<file path="config.mk">
export PLATFORM = sky130hd
export DESIGN_NAME = sat_accumulator
export DESIGN_NICKNAME = d
export VERILOG_FILES = /design/src/rtl/acc_pkg.sv /design/src/rtl/sat_adder.sv /design/src/rtl/sat_accumulator.sv
export SDC_FILE = /design/constraint.sdc
export NUM_CORES = 1
export LEC_CHECK = 0
export ABC_AREA = 1
export CAP_MARGIN = 15
export CORE_AREA = 5 5 55 57
export DETAILED_ROUTE_END_ITERATION = 12
export DIE_AREA = 0 0 60 62
export PLACE_DENSITY = 0.78
export SYNTH_ARGS = -nofsm -noshare
export SYNTH_HDL_FRONTEND = slang
export SYNTH_SLANG_ARGS = --single-unit
export TNS_END_PERCENT = 100
</file>
<file path="constraint.sdc">
create_clock -name clk -period 2.57 [get_ports clk]
set_clock_uncertainty 0.15 [all_clocks]
set_input_delay 0.514 -clock clk [delete_from_list [all_inputs] [get_ports clk]]
set_output_delay 0.514 -clock clk [all_outputs]
set_load 0.05 [all_outputs]
</file>
<file path="src/rtl/acc_pkg.sv">
// Shared widths, limits and types for the saturating accumulator.
package acc_pkg;

  localparam int unsigned ACC_DATA_W = 8;
  localparam int unsigned ACC_SUM_W  = 16;

  typedef logic [ACC_DATA_W-1:0] acc_data_t;
  typedef logic [ACC_SUM_W-1:0]  acc_sum_t;

  localparam acc_sum_t ACC_SUM_MAX = {ACC_SUM_W{1'b1}};

endpackage

</file>
<file path="src/rtl/sat_adder.sv">
// Combinational unsigned add-and-clamp: result = min(a + b, all-ones), ovf flags clamping.
module sat_adder #(
  parameter int unsigned DATA_W = 8,
  parameter int unsigned SUM_W  = 16
) (
  input  logic [SUM_W-1:0]  a,
  input  logic [DATA_W-1:0] b,
  output logic [SUM_W-1:0]  result,
  output logic              ovf
);

  logic [SUM_W:0] full;

  // One extra bit catches the carry out; a set carry means the true sum exceeds max.
  always_comb begin
    full   = {1'b0, a} + {{(SUM_W + 1 - DATA_W){1'b0}}, b};
    ovf    = full[SUM_W];
    result = ovf ? {SUM_W{1'b1}} : full[SUM_W-1:0];
  end

endmodule

</file>
<file path="src/rtl/sat_accumulator.sv">
// Unsigned saturating running-sum accumulator, one sample per clock, 1-cycle latency.
// Define SAT_FLAG_EN to add the sticky saturation output sat.
module sat_accumulator
  import acc_pkg::*;
#(
  parameter int unsigned DATA_W = ACC_DATA_W,
  parameter int unsigned SUM_W  = ACC_SUM_W
) (
  input  logic              clk,
  input  logic              rst,
  input  logic [DATA_W-1:0] data_in,
  output logic [SUM_W-1:0]  sum
`ifdef SAT_FLAG_EN
  ,
  output logic              sat
`endif
);

  logic [SUM_W-1:0] sum_q;
  logic [SUM_W-1:0] sum_d;

`ifdef SAT_FLAG_EN
  logic ovf;
  logic sat_q;
`else
  logic unused_ovf;
`endif

  sat_adder #(
    .DATA_W(DATA_W),
    .SUM_W (SUM_W)
  ) u_sat_adder (
    .a     (sum_q),
    .b     (data_in),
    .result(sum_d),
`ifdef SAT_FLAG_EN
    .ovf   (ovf)
`else
    .ovf   (unused_ovf)
`endif
  );

  // Running total; reset wins over accumulation on the same edge.
  always_ff @(posedge clk) begin
    if (rst) begin
      sum_q <= '0;
    end else begin
      sum_q <= sum_d;
    end
  end

  assign sum = sum_q;

`ifdef SAT_FLAG_EN
  // Sticky flag: set only by a real overflow, so landing exactly on max leaves it clear.
  always_ff @(posedge clk) begin
    if (rst) begin
      sat_q <= 1'b0;
    end else if (ovf) begin
      sat_q <= 1'b1;
    end
  end

  assign sat = sat_q;
`endif

endmodule

</file>
# Yosys cells after proc, flatten, opt, wreduce, memory -nomap -nowiden
# Index checks and enable logic that the tools add are counted.
# W data, S select, Z words.
dict set report totals {
  reg_bits 16
  romBits 0
  word_cells 3
  mem_count 0
  latch_bits 0
  ram_bits 0
}
dict set report op_classes {
  muxes 1
  eq_ne 0
  magnitude_cmp 0
  div 0
  add_sub_neg 1
  shifts 0
  n_bitwise 0
  reduce_logical 0
  multipliers 0
}
# operator n
set op_table {}
lappend op_table {{$add A16 B8 Y17} 1}
lappend op_table {{$mux W16} 1}

# Longest topological paths before layout
# Gate-level depths: netlist of the first run.
dict set report logic_depth {
  depth_word 2
  ltp_mapped 12
}

# Modules after synthesis
# A second synthesis of the first run with hierarchy kept.
dict set report unflattened {
  cells_unflattened 202
  area_unflattened_um2 1317.5
}
# module seq_area_each_um2 cells_per_inst n_inst area_each_um2
set modules_own_cells {}
lappend modules_own_cells {sat_adder 0.0 152 1 843.3}
lappend modules_own_cells {sat_accumulator 320.3 50 1 474.2}

# Worst setup path before layout of the first run
# Ideal clock, no wire load.
dict set report synth_path {
  kind {register -> register}
  startpoint {reg sum_q[0], in the netlist sum[0]}
  endpoint {reg sum_q[10], in the netlist sum[10]}
  period_less_slack_ns 2.211
  required_ns 2.311
  arrival_ns 1.952
  setup_slack_ns 0.359
  setup_ns 0.109
  n_path_buf 1
  stages_incl_launch_ff 13
  path_cell_list {dfxtp_1 ha_1 fa_1 nand2_1 nand3_2 and2_4 nand2_1 nand2_2 nand2_4 buf_6 nand3_2 nand2_1 inv_1}
}
dict set report synth_between {
  elab_chain_len 2
}
# item line_no
set synth_lines {}
lappend synth_lines {{start, declared} sat_accumulator.sv:19} ;# logic [SUM_W-1:0] sum_q;
lappend synth_lines {{start signal, assigned} sat_accumulator.sv:48} ;# sum_q <= sum_d;
lappend synth_lines {{$add A16 B8 Y17} sat_adder.sv:16} ;# full = {1'b0, a} + {{(SUM_W + 1 - DATA_W){1'b0}}, b};
lappend synth_lines {{$mux W16} sat_adder.sv:18} ;# result = ovf ? {SUM_W{1'b1}} : full[SUM_W-1:0];
# No other way between the ends.
# A chain may end at the register's enable or synchronous reset.

# Worst setup path after layout of the first run
dict set report layout_path {
  startpoint {in data_in[0]}
  endpoint {reg sum_q[13], in the netlist sum[13]}
}
dict set report layout_between {
  elab_chain_len 2
}
# item line_no
set layout_lines {}
lappend layout_lines {{start, declared} sat_accumulator.sv:11} ;# input logic [DATA_W-1:0] data_in,
lappend layout_lines {{$add A16 B8 Y17} sat_adder.sv:16}
lappend layout_lines {{$mux W16} sat_adder.sv:18}
# No other way between the ends.

==> impl_metrics.yaml, run 1 <==
run_status:
  status: "finished, final reports clean"
finish:
  utilization: 0.625
  fill_cells: 219
  fin_cells: 235
  final_nets: 226
  postLayoutCellArea_sq_um: 1520
  drive_above_1_share: 0.127
  largest_register_ffs: 16
  antennaDiodeCount: 0
  area.growth.synth_to_final_pct: 30.2
sta:
  fin_ws_ns: 0.215
  maxSlewViolCount: 0
  rsz0062_at_grt: "no"
  post-route-period-util: 0.917
  period_needed_ns: 2.36
  fmax_ghz: 0.425
  setup_viol: 0
  finalHoldViolCount: 0
  worstMarginPinSlew_ns: 0.516
  setup_tns_ns: 0
  maxSlewHeadroom: 0.655
grt:
  grt_usage: 0.171
  antenna_found_initial: 0
  grt_pass1_wl_microns: 4720
  grt_pass1_vias: 1141
  grt_start_max_net_pins: 10
  overflow: 0
clock_network:
  cts_tree: "built"
  cts-root-buf: "clkbuf_4"
  ctsResizeCount: 0
  cts_max_level: 1
  clock_path_buffers: 2
  clkLatencyLatePin_ns: 0.29
  path_clk_slew_ns: 0.09
  cts_buffers: 3
  cts_setup_buffers: 0
  clock_sinks: 16
  postCtsHoldBufs: 0
yosys:
  syn_area_per_cell_sq_um: 6.75
  synth_cell_types: 27
  synthesis.area_sq_um: 1170
  synth_edf_count: 0
  yosys_warnings: 0
  synth_seq_cells: 16
  async_flop_share: 0
  syn_nets: 192
  ys_seq_area_frac: 0.274
  syn-instance-count: 173
  synth_ff_type: "dfxtp_1"
floorplan:
  io_pins: 26
  start_util: 0.480
  die_w_microns: 60
  core_sq_um: 2430
  dieHeight_microns: 62
  dieArea_sq_um: 3720
  row_count: 18
min_path:
  hp-start: "sum[12]"
  hp-class: "register to register"
placed_design:
  dpl.cell_count: 232
  gp_congestion: 0.846
  place_hpwl_microns: 2350
  dpl_cell_area_sq_um: 1500
  io_buffers: 25
  post-place-ws_ns: -0.0804
worst_setup_path:
  crit_type: "primary input to register"
  worstPathArrival_ns: 2.38
  critPathLaunchType: "primary input"
  endpoint_kind: "register"
  startpoint: "data_in[0]"
  r2r-start: "sum[0]"
  required_ns: 2.59
  cp_max_fo: 9
pwr:
  clkPwrFrac: 0.105
  p_sw_mw: 0.622
  p_seq_frac: 0.268
  power_density_nw_per_um2: 848
  swShare: 0.483
  ir_drop_v: 0.000484
  power.leakage_nw: 0.733
  pwr-share-comb: 0.626
  p_int_mw: 0.666
routing:
  drt_first_pass_iters: 4
  vias: 1180
  drt-total-wl_microns: 2800
  drt_iter0_markers: 17
  wl_per_cell_microns: 11.9
  via_per_inst: 5.02
  ant_nets: 0
  drt_drc_violations_left: 0
flow_run:
  drv_cap: 0
-- per-stage QoR --
stage          power (mW)  hold WS (ns)
4_1_cts              1.30         0.407
2_1_floorplan       0.930         0.426
6_report             1.29         0.416
5_1_grt              1.38         0.477
3_3_place_gp         1.14         0.399
3_5_place_dp         1.16         0.396
-- power by group through the flow --
stage	logic [mW]	registers (mW)	clock network (mW)
floorplan	0.396	0.534	0
global placement	0.794	0.348	0
detailed placement	0.807	0.352	0
CTS	0.812	0.346	0.141
global route	0.881	0.353	0.147
finish	0.807	0.345	0.136
-- worst paths after layout --
| path | to | slack (ns) | cells after the start |
|---|---|---|---|
| max | sum[13] | 0.21 | 12 |
| min reg2reg | sum[12] | 0.42 | 2 |
| max reg2reg | sum[13] | 0.55 | 11 |
| min | sum[12] | 0.42 | 2 |
-- cell usage in the layout, fill, tap and decap left out --
master           instances
a21oi_1                 11
or2_2                    1
buf_4                    5
and2_1                   2
nor2_4                   1
nand2_1                 49
o21ai_0                  1
fa_1                     1
buf_12                   1
xor2_1                   1
nor2_1                  19
nand2_4                  1
nor3_1                   1
nand2_2                  2
inv_2                    2
nand3_1                 12
dfxtp_1                 16
xnor2_1                  5
nand3b_1                 1
and2_4                   1
nor3_4                   1
nand4_1                  3
ha_1                     8
clkdlybuf4s50_1         25
a21oi_2                  5
nand3_2                  2
a31oi_2                  1
inv_1                   24
clkbuf_4                 3
-- logic make-up (layout without fill, tap and decap cells) --
group | after synthesis | count (layout) | share of synthesized area
buf+inv | 28 | 60 | 0.0965
compound gates | 18 | 18 | 0.0997
simple gates | 96 | 96 | 0.382
fa+ha+maj | 9 | 9 | 0.103
xor+xnor | 6 | 6 | 0.0450
flops | 16 | 16 | 0.274
-- routing by layer --
| metal | part of all wire | track usage |
|---|---|---|
| met4 | 0.014 | 0.0665 |
| met2 | 0.50 | 0.296 |
| met1 | 0.44 | 0.210 |
| met5 | 0 | 0 |
| met3 | 0.049 | 0.0289 |
-- synth_stat cells (2+ instances only) --
master   count  area share
and2_1       2       0.011
dfxtp_1     16        0.27
nand3_1     12       0.051
nand2_2      2       0.011
nand4_1      3       0.016
nand2_1     49        0.16
inv_2        2      0.0064
xnor2_1      5       0.038
ha_1         8       0.086
a21oi_2      5       0.038
a21oi_1     11       0.047
nand3_2      2       0.017
inv_1       24       0.077
nor2_1      19       0.061
-- critical path: stages --
cell,delay (ns)
clkdlybuf4s50_1,0.42
ha_1,0.23
fa_1,0.39
nand2_1,0.09
nand3_2,0.07
and2_4,0.14
nand2_1,0.08
nand2_2,0.08
nand2_4,0.14
nand2_1,0.07
nor2_1,0.10
nor2_1,0.05
-- layout make-up --
type / count / area [sq um] / share of cell area
Multi-Input combinational cell: 129 / 734 / 0.483
Sequential cell: 16 / 320 / 0.211
Timing Repair Buffer: 31 / 308 / 0.202
Inverter: 26 / 97.6 / 0.0642
Tap cell: 30 / 37.5 / 0.0247
Clock buffer: 3 / 22.5 / 0.0148
No activity file was read; power rests on OpenSTA's default activity.
==> inputs of run 2 (changes only) <==
--- a/config.mk
+++ b/config.mk
@@ -6,11 +6,13 @@
 export NUM_CORES = 1
 export LEC_CHECK = 0
 export ABC_AREA = 1
+export ABC_CLOCK_PERIOD_IN_PS = 2570
 export CAP_MARGIN = 15
 export CORE_AREA = 5 5 55 57
 export DETAILED_ROUTE_END_ITERATION = 12
 export DIE_AREA = 0 0 60 62
 export PLACE_DENSITY = 0.78
+export SLEW_MARGIN = 40
 export SYNTH_ARGS = -nofsm -noshare
 export SYNTH_HDL_FRONTEND = slang
 export SYNTH_SLANG_ARGS = --single-unit
==> results of run 2 <==
Same layout as run 1: the final DEF is identical, and so are final timing and power.
==> inputs of run 3 (changes only) <==
--- a/config.mk
+++ b/config.mk
@@ -9,6 +9,7 @@
 export ABC_CLOCK_PERIOD_IN_PS = 2570
 export CAP_MARGIN = 15
 export CORE_AREA = 5 5 55 57
+export CTS_BUF_LIST = sky130_fd_sc_hd__clkbuf_8
 export DETAILED_ROUTE_END_ITERATION = 12
 export DIE_AREA = 0 0 60 62
 export PLACE_DENSITY = 0.78
==> run 3 against run 2 <==
  * Flip-flop and latch count unchanged
  * Sequential power about the same
  * First-iteration DRC count up 24%
  * Die area unchanged
  * Critical endpoint unchanged
  * Maximum frequency down 1.8%
  * Clock power up 42%
  * Global-route usage up 0.086 points
==> impl_metrics.yaml, run 3 (synthesis gave the netlist of run 1 again) <==
run_status:
  status: "finished, final reports clean"
finish:
  largest_register_ffs: 16
  layout.cells.most_common_list: "nand2_1 (49), clkdlybuf4s50_1 (25), inv_1 (24)"
  fill_cells: 217
  layout_commonest_cell: "nand2_1"
  area.growth.synth_to_final_pct: 31.8
  antennaDiodeCount: 0
  final_nets: 226
  utilization: 0.633
  drive_above_1_share: 0.127
sta:
  rsz0062_at_grt: "no"
  setup_viol: 0
  period_needed_ns: 2.40
  post-route-period-util: 0.934
  maxSlewViolCount: 0
  fmax_ghz: 0.417
  finalHoldViolCount: 0
  maxSlewHeadroom: 0.655
  fin_ws_ns: 0.171
  hold_slack_ns: 0.412
  worstMarginPinSlew_ns: 0.517
worst_setup_path:
  crit_type: "primary input to register"
  endpoint_kind: "register"
  timing.rr.end: "sum[13]"
  r2r-start: "sum[0]"
  critPathLaunchType: "primary input"
  startpoint: "data_in[0]"
  r2r_cells: 11
  required_ns: 2.55
  worstSetupEndpoint: "sum[13]"
  regToRegSetupSlack_ns: 0.56
  worstPathArrival_ns: 2.38
  cp_max_fo: 9
pwr:
  ir_drop_v: 0.000490
  pwr-share-comb: 0.600
  power_density_nw_per_um2: 876
  swShare: 0.468
  p_int_mw: 0.716
  p_seq_frac: 0.257
  power.leakage_nw: 0.741
  total_power_mw: 1.35
  p_sw_mw: 0.631
  clkPwrFrac: 0.143
routing:
  vias: 1180
  ant_nets: 0
  drt_iter0_markers: 21
  wl_per_cell_microns: 12.0
  drt-total-wl_microns: 2810
  via_per_inst: 5.02
  drt_first_pass_iters: 4
  drt_drc_violations_left: 0
placed_design:
  io_buffers: 25
  post-place-ws_ns: -0.0804
  place_hpwl_microns: 2350
  gp_congestion: 0.846
flow_run:
  drv_cap: 0
grt:
  grt_start_max_net_pins: 10
  antenna_found_initial: 0
  grt_usage: 0.171
  grt_pass1_vias: 1149
  overflow: 0
  grt_pass1_wl_microns: 4750
floorplan:
  die_w_microns: 60
  io_pins: 26
  dieHeight_microns: 62
  row_count: 18
  dieArea_sq_um: 3720
  core_sq_um: 2430
  start_util: 0.480
clock_network:
  path_clk_slew_ns: 0.06
  cts-root-buf: "clkbuf_8"
  cts_max_level: 1
  cts_tree: "built"
  cts_buffers: 3
  ctsResizeCount: 0
  clock_path_buffers: 2
  cts_setup_buffers: 0
  clock_sinks: 16
  clkLatencyLatePin_ns: 0.25
  postCtsHoldBufs: 0
min_path:
  hp-class: "register to register"
[run 3: layout make-up]
cell class | count | area (sq um) | area share
Clock buffer | 3 | 41.3 | 0.0268
Inverter | 26 | 97.6 | 0.0634
Multi-Input combinational cell | 129 | 734 | 0.477
Sequential cell | 16 | 320 | 0.208
Tap cell | 30 | 37.5 | 0.0244
Timing Repair Buffer | 31 | 308 | 0.200
[run 3: routing by layer]
metal  GRT usage  vias up  share of wire
met5           0        -              0
met4      0.0791        0          0.018
met3      0.0227        4          0.038
met2       0.295       25           0.50
met1       0.213      538           0.45
li1            -      613              -
[run 3: power by group through the flow]
stage | sequential [mW] | clock (mW) | combinational [mW]
finish | 0.346 | 0.193 | 0.808
global route | 0.353 | 0.203 | 0.881
CTS | 0.346 | 0.198 | 0.812
detailed placement | 0.352 | 0 | 0.807
global placement | 0.348 | 0 | 0.794
floorplan | 0.534 | 0 | 0.396
[run 3: worst min path at each step]
stage / start / to / depth (start not counted)
6_report: sum[12] / sum[12] / 2
5_1_grt: sum[12] / sum[12] / 2
4_1_cts: sum[12] / sum[12] / 2
3_5_place_dp: sum[12] / sum[12] / 2
3_3_place_gp: sum[12] / sum[12] / 2
2_1_floorplan: rst / sum[7] / 1
[run 3: critical path: stages]
cell	delay, ns
clkdlybuf4s50_1	0.42
ha_1	0.23
fa_1	0.39
nand2_1	0.09
nand3_2	0.07
and2_4	0.14
nand2_1	0.08
nand2_2	0.08
nand2_4	0.15
nand2_1	0.07
nor2_1	0.10
nor2_1	0.05
[run 3: through the flow]
stage | TNS, ns | cell area [sq um] | std cells
after global placement | 0 | 1500 | 232
final | 0 | 1540 | 235
after CTS | 0 | 1540 | 235
after global routing | 0 | 1540 | 235
after floorplan | 0 | 1170 | 173
after detailed placement | -0.859 | 1500 | 232
==> variant 1, RTL diff (flow settings as in run 2) <==
Build with the macro `SAT_FLAG_EN` defined.
--- a/src/rtl/sat_accumulator.sv
+++ b/src/rtl/sat_accumulator.sv
@@ -1,4 +1,6 @@
 // Unsigned saturating running-sum accumulator, one sample per clock, 1-cycle latency.
 // Define SAT_FLAG_EN to add the sticky saturation output sat.
+`define SAT_FLAG_EN
+
 module sat_accumulator
   import acc_pkg::*;
Behaviour (old outputs only; new: sat): unchanged (Yosys induction, for registers that start in step).
==> variant 1 against run 2 <==
  * Non-clock buffer count decreased by 1
  * Synthesized cell count increased by 1.2%
  * Sequential cell count increased by 1
  * Critical path depth decreased by 2
  * Cell area increased by 1.1%
  * Final cell count increased by 0.85%
  * Maximum frequency increased by 3.1%
  * Worst hold slack got worse by 0.094 ns
  * Total power decreased by 0.40%
  * Setup slack improved by 0.071 ns
  * Area after synthesis increased by 1.5%
  * Wire length decreased by 5.2%
  * Largest cell class unchanged
  * Largest power group unchanged
  * Highest routed layer unchanged
==> variant 1: results (changes against run 2) <==
status=finished, final reports clean (unchanged); RePlAce Congestion=0.8496 (was 0.8464); Mean Syn Cell Area=6.771 um^2 (was 6.748 um^2); Synth Warn #=0 (unchanged); sequential area share after synthesis=28.72% (was 27.44%); CTS H-tree depth=1 (unchanged); Commonest cells post-synth=nand2_1 (48), inv_1 (28), nor2_1 (19) (was nand2_1 (49), inv_1 (24), nor2_1 (19)); layout cell share with drive strength beyond 1=10.63% (was 12.68%); Worst Path Arrival=2.33 ns (was 2.38 ns); hold endpoint=sat$_SDFFE_PP0P_ (was sum[12]$_SDFF_PP0_); R2R Path Start=sum[0]$_SDFF_PP0_ (unchanged); max reg flops=16 (unchanged); met3 GRT Util=2.273% (was 2.893%); initial antenna violation count=0 (unchanged); # resized after CTS=0 (unchanged); Worst R2R Path Depth=9 (was 11); clock root buffer=clkbuf_4 (unchanged); clk slew on worst S/H paths=0.11 ns (was 0.09 ns); grt met2 use=28.86% (was 29.63%); IR drop worst, VDD=0.7410 mV (was 0.4840 mV); syn_nets=194 (was 192); Routed Wire Length=2.655 mm (was 2.800 mm); critical-path maximum fanout=9 (unchanged); hpwl dp=2.199 mm (was 2.345 mm); via count=1157 (was 1180); Post-CTS Setup Bufs=0 (unchanged); first-pass GRT wire length=4.629 mm (was 4.719 mm); Yosys cell types=22 (was 27); nets=227 (was 226); Slew headroom=65.83% (was 65.49%); LEAKAGE=0.7153 nW (was 0.7331 nW); min-delay worst type=reg -> reg (unchanged); reg2reg setup slack=0.59 ns (was 0.55 ns); Async SR Flop Fraction=0% (unchanged); buffers added on ports=26 (was 25); largest net degree at the start of global routing=11 (was 10); iteration count of the initial detailed-routing pass=4 (unchanged); CTS Buffer Depth=2 (unchanged); Reg-to-Reg End=sum[6]$_SDFF_PP0_ (was sum[13]$_SDFF_PP0_); initial drt markers=20 (was 17); clock latency on the worst-skew pair=0.30 ns; top post-synthesis cells by area=dfxtp_1 (29%), nand2_1 (15%), inv_1 (8.9%) (was dfxtp_1 (27%), nand2_1 (16%), ha_1 (8.6%)); post-DR wirelength/cell=11.20 um (was 11.91 um); All-Layer GR Usage=16.16% (was 17.06%); hold path startpoint=sat$_SDFFE_PP0P_ (was sum[12]$_SDFF_PP0_); Hold Path Stages=2 (unchanged); GR Util met1=19.08% (was 21.05%); number of buffers created by CTS=3 (unchanged); n_diodes=0 (unchanged)
[variant 1: changes by cell type in the layout (fill, tap and decap cells not counted), sizes merged, moves of 2 or more]
cell,change
xor2,+2
buf,-2
inv,+2
a21oi,+2
nand2,-2
nand3,+2
[variant 1: worst max-delay path by stage]
stage                          to               from  slack, ns
2_1_floorplan   sum[5]$_SDFF_PP0_  sum[0]$_SDFF_PP0_       0.48
3_3_place_gp    sum[6]$_SDFF_PP0_         data_in[0]       0.04
3_5_place_dp    sum[6]$_SDFF_PP0_         data_in[0]      -0.04
4_1_cts         sum[6]$_SDFF_PP0_         data_in[0]       0.28
5_1_grt        sum[10]$_SDFF_PP0_         data_in[0]       0.14
6_report        sum[6]$_SDFF_PP0_         data_in[0]       0.29
[variant 1: per-stage QoR]
stage	setup TNS (ns)	area (um^2)	worst slack, ns	total power, mW	hold WS [ns]
finish	0	1536	0.2860	1.283	0.3216
global route	0	1536	0.1431	1.371	0.3520
floorplan	0	1185	0.4845	0.9365	0.4264
CTS	0	1536	0.2826	1.293	0.3262
global placement	0	1510	0.03553	1.130	0.2979
detailed placement	-0.2532	1510	-0.03808	1.140	0.3068
[variant 1: layer usage]
layer	vias to the layer above	wire length [um]
met1	518	1208
met5	-	0
met2	22	1269
met3	7	115
li1	610	-
met4	0	61
[variant 1: final cells by class]
class                   instances  area (um^2)
fillers                       228        895.9
multi-input cells             128        724.4
flip-flops and latches         17        340.3
repair buffers                 30        302.8
inverters                      28        105.1
well taps                      30        37.54
clock buffers                   4        26.28
[variant 1: report_power, final]
part	internal [mW]	switching, mW	leakage (nW)
registers	0.318	0.0385	0.139
logic	0.286	0.490	0.561
clock network	0.0605	0.0903	0.0150
total	0.664	0.619	0.715
[variant 1: kinds of logic (layout without fill, tap and decap cells)]
family / count (synthesis) / after routing / synth area share [%]
simple gates: 93 / 93 / 34.64
flops: 17 / 17 / 28.72
compound gates: 19 / 19 / 11.19
xor+xnor: 7 / 7 / 5.174
fa+ha+maj: 9 / 9 / 10.14
buf+inv: 30 / 62 / 10.14
[variant 1: worst max-delay path: stages]
cell and delay, ns:
clkdlybuf4s50_1 0.41, ha_1 0.24, fa_1 0.40, nand2_1 0.09, nand3_1 0.11, nand3_1 0.11
nand2_2 0.10, nand3_4 0.15, buf_4 0.16, a21oi_2 0.05
==> variant 2, RTL diff (settings of run 2) <==
Made on the original files. Register the output `sum` once more, without a reset; this adds one clock of latency there. Comments in the files are not updated.
--- a/src/rtl/sat_accumulator.sv
+++ b/src/rtl/sat_accumulator.sv
@@ -50,5 +50,7 @@
   end
 
-  assign sum = sum_q;
+  always_ff @(posedge clk) begin
+    sum <= sum_q;
+  end
 
 `ifdef SAT_FLAG_EN
Check against the original RTL: not equivalent (Yosys sat finds a counterexample within 4 cycles, from zero or initial values and one cycle with rst high).
==> variant 2 against run 2 <==
  * Register-to-register slack better by 0.02 ns
  * Via count up 13%
  * Wire length up 17%
  * Sequential cell count up 16
  * Area after synthesis up 31%
  * Cell area up 26%
  * Setup slack better by 0.069 ns
  * Count of clock-buffer cells in the layout up 3
  * First-iteration DRC count rose to 2.7 times the old value
  * Total power up 41%
  * Largest cell class unchanged
==> variant 2: results (changes against run 2) <==
status=finished, final reports clean (unchanged); post-place setup slack=-0.06075 ns (was -0.08039 ns); largest net degree at the start of global routing=14 (was 10); IR drop worst, VDD=0.9957 mV (was 0.4840 mV); critical-path maximum fanout=3 (was 9); top post-synthesis cells by area=dfxtp_1 (42%), nand2_1 (12%), ha_1 (6.5%) (was dfxtp_1 (27%), nand2_1 (16%), ha_1 (8.6%)); final core utilization=78.50% (was 62.50%); hpwl dp=2.590 mm (was 2.345 mm); Post-Layout Cell Count=256 (was 235); number of clock-tree buffers in the layout=6 (was 3); CTS Buffer Depth=2 (unchanged); length of routed met2 wiring=1.634 mm (was 1.394 mm); CP peak stage delay=0.41 ns; via count=1329 (was 1180); layout cell share with drive strength beyond 1=13.27% (was 12.68%); multi-input logic area=757.0 um^2 (was 734.5 um^2); LEAKAGE=0.9044 nW (was 0.7331 nW); Clock buf/inv share=3.997% (was 1.481%); Slew headroom=65.44% (was 65.49%); inverters=30 (was 26); dpl cells=248 (was 232); Mapped Cells=192 (was 173); Multi-In Gates=128 (was 129); All-Layer GR Usage=20.59% (was 17.06%); wire length on met3=169 um (was 138 um); Fillers=187 (was 219); DP Area=1833 um^2 (was 1498 um^2); initial drt markers=46 (was 17); non-clk buf share=14.94% (was 20.25%); syn_nets=211 (was 192); clock latency on the worst-skew pair=0.32 ns (was 0.29 ns); Routed Wire Length=3.286 mm (was 2.800 mm); Clock Sinks=32 (was 16); CTS H-tree depth=2 (was 1); first-pass GRT wire length=5.658 mm (was 4.719 mm); buffers added on ports=25 (unchanged); nets=244 (was 226); FF+latch area=640.6 um^2 (was 320.3 um^2); routed length on met1=1.438 mm (was 1.228 mm); Commonest cells post-synth=nand2_1 (50), dfxtp_1 (32), inv_1 (25) (was nand2_1 (49), inv_1 (24), nor2_1 (19)); uppermost layer routed=met4 (unchanged); RePlAce Congestion=0.8662 (was 0.8464); sequential area share after synthesis=41.90% (was 27.44%)
==> variant 2: cell count changes after synthesis, moves of 2 or more <==
cell	run 2	this run
dfxtp_1	16	32
a21oi_1	11	8
a21oi_2	5	8
nor2_1	19	16
inv_2	2	4
nand2_2	2	0
nand3_1	12	14
==> variant 2: power breakdown <==
group | switching [mW] | internal (mW) | total [mW]
Clock | 0.168 | 0.204 | 0.372
Sequential | 0.0551 | 0.602 | 0.657
Combinational | 0.497 | 0.288 | 0.785
==> variant 2: path summary, 6_finish.rpt <==
kind,from,end,slack [ns],depth (start not counted)
worst max-delay path,data_in[0],sum_q[10]$_SDFF_PP0_,0.28,13
worst min-delay path,sum_q[4]$_SDFF_PP0_,sum[4]$_DFF_P_,0.21,0
worst max register to register,sum_q[0]$_SDFF_PP0_,sum_q[10]$_SDFF_PP0_,0.57,12
worst min register to register,sum_q[4]$_SDFF_PP0_,sum[4]$_DFF_P_,0.21,0
==> variant 2: cells by family (layout without fill, tap and decap cells) <==
| group | count (synthesis) | count (layout) | synth area share [%] |
|---|---|---|---|
| compound gates | 18 | 18 | 8.347 |
| xor+xnor | 6 | 6 | 3.437 |
| fa+ha+maj | 9 | 9 | 7.856 |
| buf+inv | 32 | 66 | 8.591 |
| flops | 32 | 32 | 41.90 |
| simple gates | 95 | 95 | 29.87 |
==> variant 2: routing by layer <==
metal / up-vias / GRT usage (%)
met5: - / 0
met4: 0 / 8.544
met3: 4 / 4.132
met2: 41 / 37.04
met1: 611 / 23.83
li1: 673 / -
==> variant 2: worst max-delay path: cells and delay by family <==
kind,cells,cell delay [ns]
adder cells (fa/ha/maj),2,0.63
buffers and inverters,2,0.44
AND/OR/NAND/NOR,9,0.79
